--- config.mk ---
export PLATFORM = sky130hd
export DESIGN_NAME = slot_scheduler
export DESIGN_NICKNAME = d
export VERILOG_FILES = /design/src/rtl/slot_pkg.sv /design/src/rtl/rr_pick.sv /design/src/rtl/slot_scheduler.sv
export SDC_FILE = /design/constraint.sdc
export NUM_CORES = 1
export LEC_CHECK = 0
export CAP_MARGIN = 10
export CORE_ASPECT_RATIO = 1.4
export CORE_UTILIZATION = 35
export DETAILED_ROUTE_END_ITERATION = 8
export SLEW_MARGIN = 30
export SYNTH_ARGS = -nofsm -noshare
export SYNTH_HDL_FRONTEND = slang
export SYNTH_SLANG_ARGS = --single-unit
export TNS_END_PERCENT = 30
--- constraint.sdc ---
create_clock -name clk -period 9.4 [get_ports clk]
set_input_delay 0.94 -clock clk [delete_from_list [all_inputs] [get_ports clk]]
set_output_delay 0.94 -clock clk [all_outputs]
set_load 0.05 [all_outputs]
--- src/rtl/slot_pkg.sv ---
`default_nettype none
// ============================================================================
//  Module      : slot_pkg
//  Description : Shared definitions for the 9-slot scheduler and its
//                picker. Provides the slot count, the idle slot code, the
//                slot index type and the scheduler state encoding.
//  Revision    : 1.0 - initial release
// ============================================================================
package slot_pkg;

    localparam int NUM_SLOTS = 9;

    // Any code of 9 or above decodes to an all-zero one-hot downstream.
    localparam logic [3:0] SLOT_IDLE_CODE = 4'hF;

    typedef logic [3:0] slot_idx_t;

    typedef enum logic [1:0] {
        IDLE  = 2'd0,
        GRANT = 2'd1,
        GAP   = 2'd2
    } state_t;

endpackage
`default_nettype wire

--- src/rtl/rr_pick.sv ---
`default_nettype none
// ============================================================================
//  Module      : rr_pick
//  Description : Combinational rotating-priority picker. Returns the first
//                set bit of the eligibility vector, searching upward from
//                the pointer and wrapping from the top slot back to slot 0.
//  Ports       : elig   - per-slot eligibility vector
//                ptr    - highest-priority slot index (0..NUM_SLOTS-1)
//                winner - index of the selected slot (0 when none)
//                any    - 1 when at least one slot is eligible
//  Revision    : 1.0 - initial release
// ============================================================================
module rr_pick
    import slot_pkg::*;
(
    input  logic [NUM_SLOTS-1:0] elig,
    input  slot_idx_t            ptr,
    output slot_idx_t            winner,
    output logic                 any
);

    // Walk NUM_SLOTS candidates starting at ptr. The candidate index is
    // reduced modulo NUM_SLOTS by two conditional subtractions, which covers
    // every 4-bit pointer value even though only 0..NUM_SLOTS-1 is expected.
    function automatic slot_idx_t f_pick(input logic [NUM_SLOTS-1:0] v,
                                         input slot_idx_t p);
        slot_idx_t  w_sel;
        logic       w_found;
        logic [4:0] w_cand;
        w_sel   = '0;
        w_found = 1'b0;
        for (int k = 0; k < NUM_SLOTS; k++) begin
            w_cand = 5'(p) + 5'(k);
            if (w_cand >= 5'(NUM_SLOTS)) w_cand = w_cand - 5'(NUM_SLOTS);
            if (w_cand >= 5'(NUM_SLOTS)) w_cand = w_cand - 5'(NUM_SLOTS);
            if (!w_found && v[w_cand[3:0]]) begin
                w_sel   = w_cand[3:0];
                w_found = 1'b1;
            end
        end
        return w_sel;
    endfunction

    always_comb begin
        winner = f_pick(elig, ptr);
        any    = |elig;
    end

endmodule
`default_nettype wire

--- src/rtl/slot_scheduler.sv ---
`default_nettype none
// ============================================================================
//  Module      : slot_scheduler
//  Description : Round-robin scheduler for the 9-slot shared datapath.
//                Grants one requesting slot at a time, bounds ownership
//                with a dwell timer and inserts an idle gap between owners.
//  Ports       : clk          - system clock, rising edge
//                reset        - synchronous active-high reset
//                enable       - allows new grants from IDLE
//                slot_mask    - per-slot eligibility
//                req          - per-slot level request
//                done         - owner release, honoured only in GRANT
//                current_slot - granted slot index, 4'hF when none
//                slot_valid   - current_slot holds a granted slot
//                grant_start  - pulse on the first cycle of a grant
//                timeout      - pulse when a grant ends by dwell expiry only
//  Revision    : 1.0 - initial release
// ============================================================================
module slot_scheduler #(
    parameter int NUM_SLOTS  = 9,
    parameter int DWELL_MAX  = 16,
    parameter int GAP_CYCLES = 1
) (
    input  logic                 clk,
    input  logic                 reset,
    input  logic                 enable,
    input  logic [NUM_SLOTS-1:0] slot_mask,
    input  logic [NUM_SLOTS-1:0] req,
    input  logic                 done,
    output logic [3:0]           current_slot,
    output logic                 slot_valid,
    output logic                 grant_start,
    output logic                 timeout
);

    import slot_pkg::*;

    localparam logic [4:0] c_DWELL_LAST = 5'(DWELL_MAX - 1);
    localparam logic [2:0] c_GAP_LAST   = 3'(GAP_CYCLES - 1);
    localparam slot_idx_t  c_LAST_SLOT  = 4'(NUM_SLOTS - 1);

    state_t               r_state;
    slot_idx_t            r_slot;
    slot_idx_t            r_ptr;
    logic                 r_valid;
    logic                 r_start;
    logic                 r_timeout;
    logic [4:0]           r_dwell;
    logic [2:0]           r_gap;

    logic [NUM_SLOTS-1:0] w_elig;
    slot_idx_t            w_winner;
    logic                 w_any;
    logic                 w_owner_ok;
    logic                 w_expire;
    logic                 w_end;

    assign w_elig = req & slot_mask;

    rr_pick u_pick (
        .elig   (w_elig),
        .ptr    (r_ptr),
        .winner (w_winner),
        .any    (w_any)
    );

    // The owner stays eligible only while both its request and its mask bit
    // are high; a drop of either ends the grant.
    always_comb begin
        w_owner_ok = |(w_elig & ({{(NUM_SLOTS-1){1'b0}}, 1'b1} << r_slot));
        w_expire   = (r_dwell == c_DWELL_LAST);
        w_end      = done || !w_owner_ok || w_expire;
    end

    always_ff @(posedge clk) begin
        if (reset) begin
            r_state   <= IDLE;
            r_slot    <= SLOT_IDLE_CODE;
            r_ptr     <= '0;
            r_valid   <= 1'b0;
            r_start   <= 1'b0;
            r_timeout <= 1'b0;
            r_dwell   <= '0;
            r_gap     <= '0;
        end else begin
            r_start   <= 1'b0;
            r_timeout <= 1'b0;
            case (r_state)
                IDLE: begin
                    if (enable && w_any) begin
                        r_state <= GRANT;
                        r_slot  <= w_winner;
                        r_valid <= 1'b1;
                        r_start <= 1'b1;
                        r_dwell <= '0;
                        // Just-served slot becomes lowest priority next pick.
                        r_ptr   <= (w_winner == c_LAST_SLOT) ? '0 : w_winner + 4'd1;
                    end
                end
                GRANT: begin
                    if (w_end) begin
                        r_state   <= GAP;
                        r_slot    <= SLOT_IDLE_CODE;
                        r_valid   <= 1'b0;
                        r_gap     <= '0;
                        // Flag expiry only when nothing else ended the grant.
                        r_timeout <= w_expire && !done && w_owner_ok;
                    end else begin
                        r_dwell <= r_dwell + 5'd1;
                    end
                end
                GAP: begin
                    if (r_gap == c_GAP_LAST) begin
                        r_state <= IDLE;
                    end else begin
                        r_gap <= r_gap + 3'd1;
                    end
                end
                default: r_state <= IDLE;
            endcase
        end
    end

    assign current_slot = r_slot;
    assign slot_valid   = r_valid;
    assign grant_start  = r_start;
    assign timeout      = r_timeout;

endmodule
`default_nettype wire
== Word-level counts from Yosys, hierarchy flattened ==
Cells that the tools add are included.

* Eq/ne operators: 9
* Reductions and logical operators: 36
* Muxes and demuxes: 71
* Shift-type cells: 1
* Bitwise operators: 5
* Magnitude comparators: 27
* Add/sub/neg operators: 29

{| class="wikitable"
|+ Operator list
! cell !! number
|-
| 5-bit by 4-bit greater-or-equal comparator with 1-bit output (second input constant) || 17
|-
| 4-bit 2-to-1 mux || 21
|-
| 5-bit 2-to-1 mux || 11
|-
| 4-bit by 5-bit < comparator with 1-bit output (second input constant) || 9
|-
| 5-bit by 4-bit subtractor with 5-bit output (second input constant) || 8
|-
| 1-bit binary-select mux with 4-bit select || 9
|-
| 4-bit subtractor (second input constant) || 9
|-
| 4-bit by 3-bit adder with 5-bit output (second input constant) || 4
|-
| 1-bit 2-to-1 mux || 20
|-
| 9-bit AND || 2
|-
| 9-bit OR reduction || 2
|-
| 3-bit AND reduction || 4
|-
| 1-bit logical AND || 11
|-
| 4-bit by 2-bit adder with 5-bit output (second input constant) || 2
|-
| 1-bit logical NOT || 10
|-
| 2-bit != test (second input constant) || 5
|-
| 5-bit case mux with 2 select lines || 1
|-
| 1-bit by 4-bit << shifter with 9-bit output (first input constant) || 1
|-
| 4-bit case mux with 2 select lines || 1
|-
| 2-bit 2-to-1 mux || 3
|-
| 3-bit 2-to-1 mux || 2
|-
| 2-bit case mux with 3 select lines || 1
|-
| 3-bit case mux with 2 select lines || 1
|-
| 4-bit by 1-bit adder with 5-bit output (second input constant) || 1
|-
| other kinds (19) || 23
|}

* Logic and storage cells: 186
* Input bits: 22
* Output and inout bits: 7
* Flip-flop bits (word level): 21

== Longest topological paths before layout ==
* Word-level depth: 33
* Gate-level depth with buffers: 30
* Gate-level depth less buffers: 25

== Modules after synthesis ==
A second synthesis with hierarchy kept.

* Cell total of the unflattened synthesis: 904
* Area, all modules: 6583.8 sq um

{| class="wikitable"
|+ Modules (own cells, without submodules)
! module !! instances !! cells an instance !! area each (sq um) !! seq. area each (sq um)
|-
| rr_pick || 1 || 761 || 5411.4 || 0.0
|-
| slot_scheduler || 1 || 143 || 1172.4 || 420.4
|}

== Least setup slack after synthesis ==
Ideal clock, no wire load.

* Path type: register -> register
* Start: register r_ptr[0]
* End: register r_ptr[3]
* Slack: 2.887 ns
* Stages on the path, launching flop included: 31
* Arrival time: 6.377 ns
* Buffers on the path: 6
* Data required time: 9.264 ns
* Setup time: 0.136 ns
* Clock period less this slack: 6.513 ns
* Path through: dfxtp_1 > buf_4 > buf_6 > inv_2 > clkbuf_1 > ha_1 > clkbuf_1 > clkbuf_1 > nand3_1 > o31a_1 > o21ai_0 > inv_1 > ha_1 > inv_1 > nand4_1 > nor4_1 > o31ai_4 > xnor2_1 > mux4_2 > a21boi_2 > nand4b_2 > or3_1 > buf_2 > a2111oi_4 > a31oi_1 > or2_4 > inv_2 > ha_1 > nor2_1 > a22oi_1 > o32ai_2

* Longest elaborated chain between the ends: 33
* Elaborated cells on any way between the ends: 116
* Classes of those cells: add/sub (27); order compare (18); eq/ne (1); mux (54); reduce/logical (16)

{| class="wikitable"
|+ Ends and longest elaborated chain
! item !! RTL line !! text
|-
| start, declared || slot_scheduler.sv:44 || <nowiki>slot_idx_t r_ptr;</nowiki>
|-
| start signal, assigned || slot_scheduler.sv:97 || <nowiki>r_ptr <= (w_winner == c_LAST_SLOT) ? '0 : w_winner + 4'd1;</nowiki>
|-
| parallel branches: the longest is 30 deep, another holds 4-bit by 1-bit adder with 5-bit output || n/a ||
|-
| 4-bit 2-to-1 mux (*) || rr_pick.sv:36 || <nowiki>if (!w_found && v[w_cand[3:0]]) begin</nowiki>
|-
| 4-bit by 1-bit adder with 4-bit output or 4-bit == test (tied branches) || slot_scheduler.sv:97 ||
|-
| 4-bit 2-to-1 mux (*) || slot_scheduler.sv:97 ||
|}

Mark *: on every way between the ends. The select of a mux whose other input is x is not followed.
A chain may end at the register's enable or synchronous reset.

== Final worst setup path ==
* Start: register r_ptr[2]
* End: register r_ptr[3]

Same word-level chain as after synthesis.

==> flow_summary.json <==
{
  "status": "completed",
  "post-route-period-util_pct": 75.5,
  "critPathMostFrequentCell": "ha_1",
  "fillers": 2162,
  "p_leak_nw": 2.90,
  "syn_inst": 1002,
  "wirelength_um": 26200,
  "critPathCaptureType": "register",
  "syn_nets": 1072,
  "clockRootBuffer": "clkbuf_16",
  "ant_nets": 0,
  "slowest_stage": "mux4_2",
  "path_max_fanout": 44,
  "clock-sinks": 21,
  "rr_endpoint": "r_ptr[3]",
  "synth_async_sr_flop_share_pct": 0,
  "overflow": 0,
  "synth_edf_count": 0,
  "gp_congestion": 0.933,
  "die_area_mm2": 0.0211,
  "cts_tree": "done",
  "fmax_mhz": 141,
  "synth_warnings": 0,
  "rows": 61,
  "tightest_slew_ns": 0.879,
  "drive_gt1_share_pct": 7.86,
  "rr_startpoint": "r_ptr[2]",
  "cts_resized": 0,
  "cp-endpoint": "r_ptr[3]",
  "clkTransAtPathRegs_ns": 0.05,
  "via_per_inst": 6.54,
  "core_region_area_mm2": 0.0200,
  "slew_headroom_pct": 39.9,
  "slew_viol_final": 0,
  "ff2ff_path_depth": 25,
  "hp-class": "register to register",
  "drt-initial-drc-count": 736,
  "cp.depth": 25,
  "powerDensity_mw_per_mm2": 299,
  "synth-seq-cells": 21,
  "synth_area_mm2": 0.00718,
  "antenna_found_initial": 2,
  "die_h_um": 172,
  "tns_ns": 0,
  "numCtsBuffers": 3,
  "grt_max_degree": 58,
  "port_buffers": 28,
  "critical_path_arrival_ns": 7.20,
  "start_util_pct": 35.9,
  "fin_nets": 1051,
  "period_minus_slack_ns": 7.10,
  "critPathKind": "register to register",
  "clockBufferDepth": 2,
  "ys_types": 104,
  "placed_cells": 1228,
  "ios": 29,
  "startpoint_type": "register",
  "grtUsageTotal_pct": 25.0,
  "hold_buffers": 0,
  "crit_start": "r_ptr[2]",
  "final_hold_viol_count": 0,
  "routedWlPerCell_um": 21.3,
  "synth_flop_cell": "dfxtp_1",
  "path_buf_inv": 4,
  "rsz0062_at_grt": "false",
  "die_w_um": 123,
  "reg2reg_slack_ns": 2.30,
  "fin_util_pct": 38.2,
  "syn_avg_cell_area_um2": 7.17,
  "htreeDepth": 1,
  "clk-insertion-delay-late_ns": 0.25,
  "dp_hpwl_um": 20300,
  "synthToLayoutAreaGrowth_pct": 6.31,
  "vias": 8064,
  "ys_seq_area_share_pct": 5.85,
  "maxCapViolations": 0,
  "post_cts_buffers": 0,
  "stdcell_count": 1233,
  "ir_worst_vdd_uv": 199,
  "drt-pass1-iter-count": 5,
  "slowest_delay_ns": 0.63,
  "drc": 0,
  "grt_pass1_wl_um": 41000,
  "finalSetupViolCount": 0,
  "holdPathStages": 2,
  "first_global_vias": 7556,
  "cpLargestDelayFamily": "compound AO/OA/AOI/OAI gates",
  "crit_required_ns": 9.51,
  "fin_worst_skew_ns": 0.00204
}
report_power, final:
| group | internal (mW) | leakage [nW] | total [mW] | switching [mW] |
|---|---|---|---|---|
| Combinational | 0.779 | 2.69 | 2.08 | 1.30 |
| Sequential | 0.101 | 0.172 | 0.118 | 0.0168 |
| Clock | 0.0577 | 0.0382 | 0.0879 | 0.0302 |
final cells by class:
type	instances	area [um^2]	share of cell area [%]
clock buffer	4	78.8	1.03
inverter	42	158	2.06
sequential	21	422	5.52
timing repair buffer	35	333	4.36
antenna	1	2.50	0.0328
multi-input combinational	878	6330	82.9
tap	252	315	4.13
layout by cell type (no fill, tap or decap), types with 25 or more instances in the layout:
cell	count
nor3_1	51
clkdlybuf4s50_1	28
a21oi_1	54
nand2_1	83
o21ai_0	55
nand3_1	25
ha_1	48
inv_1	38
mux2i_1	49
nor2_1	76
worst register-to-register path: stages (launching register included):
cell      delay [ns]
dfxtp_1         0.30
buf_4           0.41
ha_1            0.60
nand3b_4        0.17
o21ai_1         0.39
nor3_1          0.13
o21ai_0         0.24
inv_1           0.09
ha_1            0.23
inv_1           0.08
nand4_1         0.09
nor4_1          0.59
o31ai_4         0.19
xnor2_1         0.60
mux4_2          0.63
a21boi_2        0.24
nand4b_2        0.19
or3_1           0.56
a21oi_1         0.20
a21oi_1         0.07
o31a_2          0.37
inv_2           0.08
ha_1            0.16
nor2_1          0.05
a22oi_1         0.19
o32ai_2         0.11
cells in the mapped netlist, types with 7 or more instances:
library cell,count,area [um^2]
o21ai_1,8,40.0
o31a_1,8,70.1
xnor2_1,22,193
nand2_1,83,312
and2_1,16,100
or2_2,9,56.3
o21a_1,8,60.1
a2111oi_0,8,70.1
mux4_2,11,248
or3_1,9,56.3
nor2b_1,13,81.3
o211ai_1,20,150
mux2_2,9,101
clkbuf_1,34,128
o22ai_1,7,43.8
nand2b_1,20,125
nor3_1,51,255
dfxtp_1,21,420
nor3b_1,9,67.6
o21ai_0,55,275
nor4_1,13,81.3
inv_1,38,143
buf_2,16,80.1
ha_1,48,601
a21oi_1,54,270
mux2i_1,49,490
a211oi_1,19,143
a21o_1,9,67.6
nor2_1,76,285
a31oi_1,23,144
nand3_1,25,125
and3_1,12,75.1
a22oi_1,7,52.6
a211o_1,9,78.8
nand3b_1,9,67.6
xor2_1,12,105
metrics by stage:
stage | total power [mW] | hold WS [ns] | instance area (um^2) | worst slack [ns]
2_1_floorplan | 1.70 | 0.449 | 7180 | 2.89
3_3_place_gp | 2.13 | 0.443 | 7550 | 2.41
3_5_place_dp | 2.14 | 0.451 | 7550 | 2.38
4_1_cts | 2.24 | 0.466 | 7630 | 2.41
5_1_grt | 2.46 | 0.507 | 7640 | 1.77
6_report | 2.28 | 0.458 | 7640 | 2.30
flip-flops by register name, summed over array words and instances (netlist names):
register,cells
timeout,1
current_slot,4
slot_valid,1
r_state,2
r_ptr,4
grant_start,1
r_dwell,5
r_gap,3
kinds of logic after synthesis:
kind of cell,count (synthesis),share of synthesized area (%)
AND/OR/NAND/NOR,383,28.1
AO/OA/AOI/OAI,339,34.8
buffers and inverters,103,6.15
multiplexers,72,12.2
adder cells (fa/ha/maj),48,8.36
XOR/XNOR,36,4.60
flip-flops,21,5.85
routing by layer:
metal | GRT usage (%) | up-vias | share of wire [%]
met5 | 0 | - | 0
met3 | 1.79 | 93 | 4.9
met4 | 14.7 | 0 | 6.1
met2 | 44.1 | 313 | 49
met1 | 29.2 | 3849 | 40
li1 | - | 3809 | -
worst min-delay path by stage:
stage	startpoint	to	slack [ns]
after CTS	slot_valid	slot_valid	0.47
final	slot_valid	slot_valid	0.46
after global placement	slot_valid	slot_valid	0.44
after floorplan	r_dwell[1]	r_dwell[1]	0.45
after global routing	slot_valid	slot_valid	0.51
after detailed placement	slot_valid	slot_valid	0.45
Note: power is estimated with default switching activity, not from simulation.
==> edit 1 (config.mk and constraints unchanged) <==
Re-encode `state_t` (3 states) as one-hot, 3 bits wide.
--- a/src/rtl/slot_pkg.sv
+++ b/src/rtl/slot_pkg.sv
@@ -17,6 +17,6 @@
 
-    typedef enum logic [1:0] {
-        IDLE  = 2'd0,
-        GRANT = 2'd1,
-        GAP   = 2'd2
+    typedef enum logic [2:0] {
+        IDLE  = 3'b001,
+        GRANT = 3'b010,
+        GAP   = 3'b100
     } state_t;
Formal check against the unedited RTL: same outputs for any inputs over 10 cycles, from zero or initial values and one cycle with reset high; not proved beyond that.
==> edit 1 against the original RTL <==
Area after synthesis shrank 1.7%; global-route usage shrank 1.5 points; final area shrank 2.4%; sequential share of layout area grew 0.42 points; utilization shrank 0.63 points; cell count shrank 1.5%; sequential power grew 17%; clock power grew 13%; wire length shrank 6.5%; power grew 20%; synthesized cell count shrank 1.7%; worst setup slack gained 0.26 ns; sequential cell count grew 1; highest routed layer unchanged.
==> edit 1: results (changes against the original RTL) <==
[run_status]
status=finished, final reports clean

[routing]
vias=7674  ; -4.8%
drt_iter0_drc=643  ; -13%
drt-vias-per-instance=6.32  ; -3.4%
first_pass_iters=5  ; unchanged
wl_um=24500  ; -6.5%

[worst_hold_path]
min-delay-start=r_dwell[4]$_SDFFE_PP0P_
hold_class=register to register

[placed_design]
placed_area_um2=7360  ; -2.5%
hpwl_um=18800  ; -7.4%
place_ws_ns=2.82  ; +0.441 ns
finalWeightedCongestion=1.03  ; +9.9%

[sta]
drv_slew=0  ; unchanged
fin_skew_ns=0.00307  ; +0.00103 ns
tns_ns=0  ; unchanged
worstMarginPinSlew_ns=0.993  ; +0.114 ns

[final_layout]
drive_above_1_share_pct=9.45  ; +1.6 points
finalNetCount=1033  ; -1.7%
top_register=r_dwell
fillers=2137  ; -1.2%
antenna-diode-count=0  ; -1

[global_routing]
grt_start_max_net_pins=36  ; -38%
antenna_found_initial=0  ; -2
first_global_vias=7060  ; -6.6%
met2_usage_pct=41.0  ; -3.1 points
track_usage_pct=23.5  ; -1.5 points
grt_pass1_wl_um=38400  ; -6.3%
met1_usage_pct=28.2  ; -0.97 points
met3_usage_pct=2.04  ; +0.25 points

[setup_path]
arrival_ns=7.02  ; -0.18 ns
path_max_fanout=21  ; -52%
cp-startpoint=r_ptr[1]$_SDFFE_PP0P_

[clock_network]
clk_latency_ns=0.26
post_cts_buffers=0  ; unchanged
htree_levels=1  ; unchanged
cts_resized=0  ; unchanged
cts_root_buf=clkbuf_16

[synth]
synth_compound_area_share_pct=35.0  ; +0.25 points
synth-adder-area-share_pct=8.33  ; -0.035 points
synthMuxAreaShare_pct=8.31  ; -3.8 points
ys_seq_area_share_pct=6.24  ; +0.38 points
synth.area.top_cells=ha_1 8.3%, dfxtp_1 6.2%, mux2i_1 5.2%
ys.flop_type=dfxtp_1
synth_commonest_cells=90 x nand2_1, 87 x nor2_1, 71 x a21oi_1
synth_nets=1054  ; -1.7%
synth-xor-area-share_pct=5.65  ; +1.1 points
postSynthAreaPerCell_um2=7.17  ; about the same
ys_types=126  ; +21%

[pwr]
max-vdd-ir-drop_uv=311  ; +56%
leakage_uw=0.00276  ; -4.8%

[job]
maxCapViolCount=0  ; unchanged

[edit 1: cell count changes after synthesis, sizes merged, moves of 8 or more]
cell	before	now
clkbuf	35	27
nand3	25	33
nand2	83	91
nor2	76	91
buf	26	34
inv	42	34
a21oi	55	76
mux2i	49	38
[edit 1: report_power, final]
part           switching [uW]  internal, uW
clock network            34.3          65.0
registers                28.2           110
logic                    1580           935
[edit 1: critical path, stage by stage (launching register included)]
cell and delay [ns]:
dfxtp_1 0.58, buf_4 0.31, inv_1 0.24, ha_1 0.57, buf_4 0.33, a211oi_1 0.24, a221oi_1 0.11, a211o_1 0.37
ha_1 0.28, o311ai_1 0.71, nand3_1 0.15, a41o_1 0.24, a32oi_1 0.37, and2b_2 0.31, nor3b_1 0.37, nand2_1 0.14
o32ai_1 0.44, o2111a_2 0.34, inv_1 0.06, ha_1 0.19, o21a_1 0.20, a211oi_2 0.19
[edit 1: cell type report]
class	count	area, um^2	share of cell area [%]
multi-input combinational	867	6140	82.4
sequential	22	443	5.94
timing repair buffer	35	333	4.47
tap	252	315	4.23
inverter	35	134	1.80
clock buffer	4	88.8	1.19
[edit 1: worst paths after layout]
path                                           endpoint  slack [ns]  cells after the start
worst max-delay path              r_ptr[2]$_SDFFE_PP0P_        2.56                     21
worst min register to register  r_dwell[4]$_SDFFE_PP0P_        0.46                      2
worst max register to register    r_ptr[2]$_SDFFE_PP0P_        2.56                     21
worst min-delay path            r_dwell[4]$_SDFFE_PP0P_        0.46                      2
[edit 1: per-layer routing]
layer / share of wire, % / vias up
met2: 49 / 321
met1: 40 / 3594
li1: - / 3683
met5: 0 / -
met4: 5.3 / 0
met3: 5.9 / 76
==> edit 2 (same settings) <==
Made on the original files. `NUM_SLOTS` is set to 9 in 2 places; all go to 18.
--- a/src/rtl/slot_pkg.sv
+++ b/src/rtl/slot_pkg.sv
@@ -10,3 +10,3 @@
 
-    localparam int NUM_SLOTS = 9;
+    localparam int NUM_SLOTS = 18;
 
--- a/src/rtl/slot_scheduler.sv
+++ b/src/rtl/slot_scheduler.sv
@@ -19,3 +19,3 @@
 module slot_scheduler #(
-    parameter int NUM_SLOTS  = 9,
+    parameter int NUM_SLOTS  = 18,
     parameter int DWELL_MAX  = 16,
Ports: changed (resized req and slot_mask); port bits go from 29 to 47. The function was not compared with the original's and may differ.
==> edit 2 against the original RTL <==
Wire length increased by 31%; final area up 24%; non-clock buffer count up 31; sequential cell count is the same; worst setup slack got worse by 0.020 ns; clock skew rose by 0.0014 ns; area after synthesis is 22% higher; critical path type unchanged; largest cell class unchanged.
Power is left out: the tool's default activity adds up to more than one toggle a clock period on the data nets, which glitch-free logic cannot reach.
==> edit 2: results (changes against the original RTL) <==
[synth]
synth_nets=1355  ; +26%
synthesis.area_um2=8740  ; +22%
yosys_warnings=0  ; unchanged
synth_commonest_cells=127 x nand2_1, 116 x nor2_1, 79 x a21oi_1
ys.flop_type=dfxtp_1
postSynthAreaPerCell_um2=6.93  ; -3.4%
ys_seq_area_share_pct=4.81  ; -1.0 points
ys_types=100  ; -3.8%
synth.area.top_cells=ha_1 7.4%, mux2i_1 6.5%, nand2_1 5.5%

[setup_path]
arrival_ns=7.32  ; +0.12 ns
path_max_fanout=35  ; -20%

[global_routing]
first_global_vias=9777  ; +29%
antenna_found_initial=0  ; -2
grt_start_max_net_pins=65  ; +12%
track_usage_pct=26.4  ; +1.4 points
met3_usage_pct=2.30  ; +0.51 points
met1_usage_pct=29.9  ; +0.73 points
grt_pass1_wl_um=53600  ; +31%
met2_usage_pct=46.8  ; +2.6 points

[sta]
fin_skew_ns=0.00340  ; +0.00136 ns
tns_ns=0  ; unchanged
worstMarginPinSlew_ns=1.06  ; +0.183 ns

[routing]
drt-vias-per-instance=6.50  ; -0.66%
drt_iter0_drc=877  ; +19%
first_pass_iters=6  ; +1
wl_um=34300  ; +31%
routedWlPerCell_um=21.7  ; +2.0%

[final_layout]
fillers=2588  ; +20%
antenna-diode-count=0  ; -1
drive_above_1_share_pct=8.29  ; +0.44 points

[placed_design]
post-place-cells=1577  ; +28%
hpwl_um=27000  ; +33%
io_buffers=46  ; +64%
finalWeightedCongestion=1.05  ; +12%

[clock_network]
htree_levels=1  ; unchanged

[run_status]
status=finished, final reports clean

[edit 2: cell types whose count changed after synthesis, sizes merged, moves of 12 or more]
cell | unedited run | this run
nand3 | 25 | 52
nor2 | 76 | 117
nand2 | 83 | 127
o21a | 8 | 20
inv | 42 | 56
nor3 | 51 | 27
a21oi | 55 | 81
o21ai | 63 | 84
o211ai | 20 | 32
[edit 2: layout make-up]
cell class / instances / area, um^2 / area share [%]
well taps: 315 / 394 / 4.15
repair buffers: 66 / 611 / 6.43
clock inverters: 1 / 5.00 / 0.0527
flip-flops and latches: 21 / 425 / 4.48
inverters: 57 / 214 / 2.25
multi-input cells: 1118 / 7770 / 81.8
clock buffers: 3 / 75.1 / 0.791
[edit 2: cell families after synthesis]
family / count (synthesis) / share of synthesized area [%]
simple gates: 497 / 29.0
compound gates: 457 / 37.8
buf+inv: 123 / 6.31
mux: 78 / 10.7
fa+ha+maj: 53 / 7.67
xor+xnor: 33 / 3.78
flops: 21 / 4.81
[edit 2: through the flow]
stage,setup slack [ns],cell area [um^2]
4_1_cts,2.43,9490
3_5_place_dp,2.48,9410
5_1_grt,1.71,9490
3_3_place_gp,2.48,9410
2_1_floorplan,2.97,8740
6_report,2.28,9490
[edit 2: worst max-delay path: stages (launching register included)]
cell	delay, ns
dfxtp_4	0.62
inv_1	0.12
ha_1	0.34
xnor2_2	0.60
inv_2	0.27
ha_1	0.33
a21oi_1	0.13
o2111a_1	0.23
nor2_1	0.06
xnor2_1	0.64
inv_1	0.10
ha_1	0.21
inv_1	0.07
a21oi_1	0.05
nor3_2	0.37
a31oi_2	0.16
mux2i_1	0.18
a2111oi_0	0.41
a31oi_1	0.14
and2_1	0.27
nor4_1	0.56
nand4_1	0.19
and4b_1	0.22
a31oi_1	0.35
o2111a_1	0.27
a221o_1	0.11
[edit 2: worst paths after layout]
path	start	endpoint	slack, ns	depth (start not counted)
max	r_ptr[0]$_SDFFE_PP0P_	r_ptr[1]$_SDFFE_PP0P_	2.28	25
min	slot_valid$_SDFFE_PP0P_	slot_valid$_SDFFE_PP0P_	0.45	2
max reg2reg	r_ptr[0]$_SDFFE_PP0P_	r_ptr[1]$_SDFFE_PP0P_	2.28	25
min reg2reg	slot_valid$_SDFFE_PP0P_	slot_valid$_SDFFE_PP0P_	0.45	2
[edit 2: per-layer routing]
layer	routed length (um)	share of wire, %	vias up
met2	17000	49	441
met4	2360	6.9	0
met3	1830	5.3	143
met5	0	0	-
li1	-	-	4833
met1	13100	38	4855
